<file path="src/rtl/cmd_event_arbiter_pkg.sv">
// Shared types and constants for the command event arbiter and related arbiters.
// Latency: n/a (declarations only).
// Backpressure: n/a.
package cmd_event_arbiter_pkg;

    // Default number of command lines fed by the filter bank.
    localparam int CMD_NUM_DEFAULT = 16;

    // Event index field is sized for the largest supported bank (64 lines),
    // so the struct stays the same type for every NUM_SIGNALS setting.
    localparam int CMD_IDX_MAX_W = 6;

    typedef struct packed {
        logic [CMD_IDX_MAX_W-1:0] idx;
        logic                     level;
    } cmd_event_t;

endpackage

</file>
<file path="src/rtl/cmd_event_arbiter_rr_pick.sv">
// Round-robin priority pick: first set request at or after ptr, wrapping.
// Latency: purely combinational.
// Backpressure: none; the caller decides whether to act on the grant.
module rr_pick #(
    parameter int N     = 16,
    parameter int PTR_W = $clog2(N)
) (
    input  logic [N-1:0]     req,
    input  logic [PTR_W-1:0] ptr,
    output logic             any,
    output logic [PTR_W-1:0] grant_idx
);

    localparam logic [PTR_W:0] N_L = (PTR_W+1)'(N);

    logic [2*N-1:0]   dbl;
    logic [N-1:0]     rot;
    logic [PTR_W-1:0] first;
    logic [PTR_W:0]   sum;

    // Rotate so that the request at ptr lands in bit 0.
    assign dbl = {req, req} >> ptr;
    assign rot = dbl[N-1:0];

    // Find-first set bit in the rotated vector (lowest index wins).
    always_comb begin
        any   = 1'b0;
        first = '0;
        for (int i = N - 1; i >= 0; i--) begin
            if (rot[i]) begin
                any   = 1'b1;
                first = PTR_W'(i);
            end
        end
    end

    // Un-rotate: add ptr back, modulo N (N need not be a power of two).
    always_comb begin
        sum = {1'b0, first} + {1'b0, ptr};
        if (sum >= N_L) begin
            grant_idx = PTR_W'(sum - N_L);
        end else begin
            grant_idx = PTR_W'(sum);
        end
    end

endmodule

</file>
<file path="src/rtl/cmd_event_arbiter.sv">
// Turns filtered command levels into a serial stream of change events, round-robin shared.
// Latency: edge sampled -> pending next cycle -> ev_valid the cycle after; 1 event/clk sustained.
// Backpressure: ev_valid/ev_ready; presented event held while stalled, further changes queue or overrun.
module cmd_event_arbiter
    import cmd_event_arbiter_pkg::*;
#(
    parameter int NUM_SIGNALS = CMD_NUM_DEFAULT,
    parameter int IDX_W       = $clog2(NUM_SIGNALS)
) (
    input  logic                   clk,
    input  logic                   aclr,
    input  logic [NUM_SIGNALS-1:0] in,
    output logic                   ev_valid,
    input  logic                   ev_ready,
    output logic [IDX_W-1:0]       ev_index,
    output logic                   ev_level,
    output logic [NUM_SIGNALS-1:0] pending,
    output logic [NUM_SIGNALS-1:0] overrun,
    input  logic [NUM_SIGNALS-1:0] overrun_clr
);

    localparam logic [0:0] ST_EMPTY = 1'b0;
    localparam logic [0:0] ST_FULL  = 1'b1;

    logic                   armed;
    logic [NUM_SIGNALS-1:0] prev_q;
    logic [NUM_SIGNALS-1:0] pending_q;
    logic [NUM_SIGNALS-1:0] level_q;
    logic [NUM_SIGNALS-1:0] overrun_q;
    logic [0:0]             state_q;
    logic [0:0]             state_d;
    cmd_event_t             ev_q;
    logic [IDX_W-1:0]       ptr_q;

    logic [NUM_SIGNALS-1:0] edge_det;
    logic [NUM_SIGNALS-1:0] cur_mask;
    logic [NUM_SIGNALS-1:0] req;
    logic [NUM_SIGNALS-1:0] take;
    logic [NUM_SIGNALS-1:0] ovr_set;
    logic                   any;
    logic [IDX_W-1:0]       win;
    logic                   load;
    logic [IDX_W-1:0]       ptr_next;

    // Nothing counts as a change until prev_q has captured a real sample.
    assign edge_det = armed ? (in ^ prev_q) : '0;

    // One-hot of the line currently sitting in the output stage.
    always_comb begin
        cur_mask = '0;
        for (int i = 0; i < NUM_SIGNALS; i++) begin
            cur_mask[i] = (ev_q.idx == CMD_IDX_MAX_W'(i));
        end
    end

    // While FULL, the presented line is not a candidate for the back-to-back reload.
    assign req = (state_q == ST_FULL) ? (pending_q & ~cur_mask) : pending_q;

    rr_pick #(
        .N     (NUM_SIGNALS),
        .PTR_W (IDX_W)
    ) u_pick (
        .req       (req),
        .ptr       (ptr_q),
        .any       (any),
        .grant_idx (win)
    );

    // Load when the output stage is empty or is being drained this cycle.
    assign load = any && ((state_q == ST_EMPTY) || ev_ready);

    // Per-line take strobe and overrun detection for this cycle.
    always_comb begin
        take = '0;
        if (load) begin
            take[win] = 1'b1;
        end
        ovr_set = edge_det & pending_q & ~take;
    end

    // Next output-stage state and round-robin pointer after the winner.
    always_comb begin
        state_d = state_q;
        if (load) begin
            state_d = ST_FULL;
        end else if ((state_q == ST_FULL) && ev_ready) begin
            state_d = ST_EMPTY;
        end
        if (win == IDX_W'(NUM_SIGNALS - 1)) begin
            ptr_next = '0;
        end else begin
            ptr_next = win + IDX_W'(1);
        end
    end

    // Edge tracking, per-line pending/level queue and sticky overrun flags.
    always_ff @(posedge clk or posedge aclr) begin
        if (aclr) begin
            armed     <= 1'b0;
            prev_q    <= '0;
            pending_q <= '0;
            level_q   <= '0;
            overrun_q <= '0;
        end else begin
            armed     <= 1'b1;
            prev_q    <= in;
            // An edge always (re)queues; a take without a new edge retires the line.
            pending_q <= (pending_q & ~take) | edge_det;
            // Latest level wins while an event waits.
            level_q   <= (level_q & ~edge_det) | (in & edge_det);
            // Set beats clear when both hit the same bit.
            overrun_q <= (overrun_q & ~overrun_clr) | ovr_set;
        end
    end

    // Output stage: captures the winner's index and level, holds them while stalled.
    always_ff @(posedge clk or posedge aclr) begin
        if (aclr) begin
            state_q <= ST_EMPTY;
            ev_q    <= '0;
            ptr_q   <= '0;
        end else begin
            state_q <= state_d;
            if (load) begin
                ev_q.idx   <= CMD_IDX_MAX_W'(win);
                ev_q.level <= level_q[win];
                ptr_q      <= ptr_next;
            end
        end
    end

    assign ev_valid = (state_q == ST_FULL);
    assign ev_index = ev_q.idx[IDX_W-1:0];
    assign ev_level = ev_q.level;
    assign pending  = pending_q;
    assign overrun  = overrun_q;

endmodule

</file>
<file path="config.mk">
export PLATFORM = sky130hd
export DESIGN_NAME = cmd_event_arbiter
export DESIGN_NICKNAME = d
export VERILOG_FILES = /design/src/rtl/cmd_event_arbiter_pkg.sv /design/src/rtl/cmd_event_arbiter_rr_pick.sv /design/src/rtl/cmd_event_arbiter.sv
export SDC_FILE = /design/constraint.sdc
export NUM_CORES = 1
export LEC_CHECK = 0
export ABC_AREA = 1
export BUFFER_PORTS_ARGS = -buffer_cell sky130_fd_sc_hd__buf_2
export CAP_MARGIN = 20
export CORE_MARGIN = 8
export CORE_UTILIZATION = 50
export DETAILED_ROUTE_END_ITERATION = 8
export PLACE_DENSITY = 0.72
export SLEW_MARGIN = 20
export SYNTH_ARGS = -nofsm -noshare
export SYNTH_HDL_FRONTEND = slang
export SYNTH_SLANG_ARGS = --single-unit
</file>
<file path="constraint.sdc">
create_clock -name clk -period 10.6 [get_ports clk]
set_clock_uncertainty 0.05 [all_clocks]
set_input_delay 0.53 -clock clk [delete_from_list [all_inputs] [get_ports clk]]
set_output_delay 0.53 -clock clk [all_outputs]
set_load 0.01 [all_outputs]
</file>
==> flow_summary_export.csv <==
group,metric,value,unit
clock_network,cts_resized,0,
synth,synth_top_cell_by_area,"dfrtp_1",
clock_network,cts_max_level,3,
synth,ys.flop_type,"dfrtp_1",
die,core,0.008721,mm²
die,die_h,110.6,µm
route,vias,4175,
synth,synth-edff-count,0,
sta,setup_viol,0,
die,dieArea,0.01223,mm²
setup_path,cpMostUsedCell,"nand2_1",
setup_path,slowest_stage,"xor2_1",
placed_design,placed_cell_area,0.004885,mm²
setup_path,crit_path_max_fanout,19,
clock_network,path_clk_slew,0.09,ns
finish,fin_area,0.005109,mm²
route,drc,0,
synth,syn-cell-area,0.004473,mm²
die,io_pins,73,
clock_network,root_buffer,"clkbuf_8",
placed_design,gp_congestion,0.9260,
min_path,min_delay_path_depth,1,
setup_path,worstPathRequired,10.84,ns
global_route,grt_use_met1,23.85,%
min_path,min_to,"prev_q[15]",
finish,diodes,0,
sta,finalSetupTns,0,ns
route,dr.pass1.iters,6,
clock_network,postCtsHoldBufs,0,
placed_design,numPortBuffers,72,
synth,synth_cells,585,
synth,synth_top_cell_area_share,41.96,%
sta,finalCritPeriodShare,46.75,%
synth,synth.distinct_cells,36,
job,maxCapViolations,0,
global_route,met2_usage,33.82,%
global_route,overflow,0,
sta,period_needed,4.956,ns
global_route,grt_pass1_wl,20.36,mm
pwr,cellLeakagePower,2.602,nW
clock_network,clkLatencyLatePin,0.36,ns
synth,ys_seq_area_share,41.96,%
sta,worst_pin_slew,0.9265,ns
route,routed_wl,12.15,mm
synth,avgSynthCellArea,7.646,µm²
route,routedWlPerCell,15.92,µm
clock_network,tritoncts,"done",
die,die-width,110.6,µm
finish,fin_nets,693,
setup_path,r2r_start,"ptr_q[0]",
setup_path,critPathCaptureType,"register",
placed_design,dp_slack,5.832,ns
global_route,grtUsageMet3,5.303,%
sta,relSlewSlack,38.23,%
global_route,grt_pass1_vias,4239,
sta,finalHoldViolations,0,
clock_network,cts_setup_buffers,0,
min_path,hold_start,"in[15]",
synth,synth_area_leaders,"dfrtp_1 (42%), nand3_1 (14%), nand2_1 (12%)",
setup_path,reg2reg_to,"ev_level",
setup_path,r2r_cells,30,
setup_path,slowest_delay,0.72,ns
sta,drv_slew,0,
route,ant_nets,0,
route,avgViaCountPerCell,5.472,
pwr,power_density,383.3,mW/mm²
clock_network,cts.sinks,75,
global_route,antenna_found_initial,0,
placed_design,hpwl,9.421,mm
global_route,grt_max_degree,76,
setup_path,crit_type,"reg -> reg",
sta,rsz0062_at_grt,"no",
synth,syn-num-nets,628,
synth,ys_warn_count,0,
setup_path,critPathArrivalTime,5.20,ns
pwr,max-vdd-ir-drop,169.6,µV
finish,synthToLayoutAreaGrowth,14.21,%
setup_path,r2r_slack,5.64,ns
global_route,grt_busiest_layer,"met2",
finish,drive_gt1_share,19.69,%
status,status,"completed",
setup_path,critPathLaunchType,"register",
route,drtIter0Drc,276,
min_path,hold_class,"in -> reg",
clock_network,cts_buffers,9,
sta,fmax,201.8,MHz
sta,finalWorstSetupSlack,5.644,ns
die,initial_core_util,51.29,%
synth,yosys_register_bits,75,
global_route,grt_use_total,19.79,%
die,fp-row-count,34,
clock_network,max-clock-path-buffers,2,
synth,async_reset_ff_share,100.0,%
-- kinds of logic (layout without fill, tap and decap cells) --
logic type | after synthesis | count (layout) | synth area share [%]
AOI/OAI and AO/OA | 68 | 68 | 8.699
muxes | 14 | 14 | 3.497
adders and majority gates | 8 | 8 | 2.406
buffers and inverters | 79 | 149 | 7.077
DFF | 75 | 75 | 41.96
xor gates and xnor gates | 18 | 18 | 3.524
and+or+nand+nor | 322 | 322 | 32.76
other | 1 | 1 | 0.08384
-- cells in the mapped netlist, types with 5 or more instances --
cell / number
nand2_1: 148
mux2_2: 13
inv_2: 6
dfrtp_1: 75
clkinv_1: 6
nand3_1: 129
nor2_1: 26
ha_1: 7
a21oi_1: 13
clkbuf_1: 6
nor2_2: 6
inv_1: 48
buf_2: 7
xor2_1: 18
o21a_1: 5
o21ai_1: 25
o21ai_0: 15
-- worst max-delay path by stage --
stage,to,depth (start not counted),startpoint
5_1_grt,ev_level,28,ptr_q[0]
4_1_cts,ev_level,30,ptr_q[0]
3_3_place_gp,ev_level,30,ptr_q[0]
3_5_place_dp,ev_level,30,ptr_q[0]
2_1_floorplan,ev_level,30,ptr_q[0]
6_report,ev_level,30,ptr_q[0]
-- per-stage QoR --
step | instances | hold WS [ns] | total power, mW | utilization [%]
2_1_floorplan | 585 | 0.4292 | 1.373 | -
3_3_place_gp | 747 | 0.4148 | 1.665 | 56.01
3_5_place_dp | 747 | 0.4230 | 1.693 | 56.01
4_1_cts | 763 | 0.2541 | 1.951 | 58.58
5_1_grt | 763 | 0.2469 | 2.149 | 58.58
6_report | 763 | 0.2574 | 1.958 | 58.58
-- layer usage --
metal | vias up | wire length, µm
met5 | - | 0
met4 | 0 | 217
met3 | 18 | 739
met2 | 142 | 5850
met1 | 1950 | 5339
li1 | 2065 | -
-- critical path, delay by kind of cell, from the launching register on --
family / cells / cell delay (ns)
DFF: 1 / 0.71
adders and majority gates: 2 / 0.60
and+or+nand+nor: 22 / 1.59
buffers and inverters: 2 / 0.71
xor gates and xnor gates: 1 / 0.72
AOI/OAI and AO/OA: 3 / 0.51
-- where the power goes --
| part | total (mW) | internal, mW | switching, mW | leakage (nW) |
|---|---|---|---|---|
| Sequential | 0.472 | 0.363 | 0.109 | 0.854 |
| Combinational | 1.23 | 0.409 | 0.824 | 1.64 |
| Clock | 0.253 | 0.136 | 0.117 | 0.109 |
-- cell type report --
type / instances / area, µm²
inverter: 60 / 225.2
clock buffer: 10 / 127.6
tap: 108 / 135.1
sequential: 75 / 1877
fill: 825 / 3612
clock inverter: 6 / 96.34
multi-input combinational: 431 / 2280
timing repair buffer: 73 / 367.9
-- placed cells by master (no fill, tap or decap), drive strengths merged --
cell type    n
conb         1
o21a         5
a32o         1
a21oi       13
inv         56
o21ai       43
ha           7
buf         73
bufinv       2
nand4        1
nand3b       2
clkinv       7
clkinvlp     1
a221oi       2
nand2      152
clkbuf      10
nand3      133
dfrtp       75
and2         1
fa           1
mux2i        1
a31oi        4
mux2        13
xor2        18
nor2        33
Power figures use the tool's default switching activity.
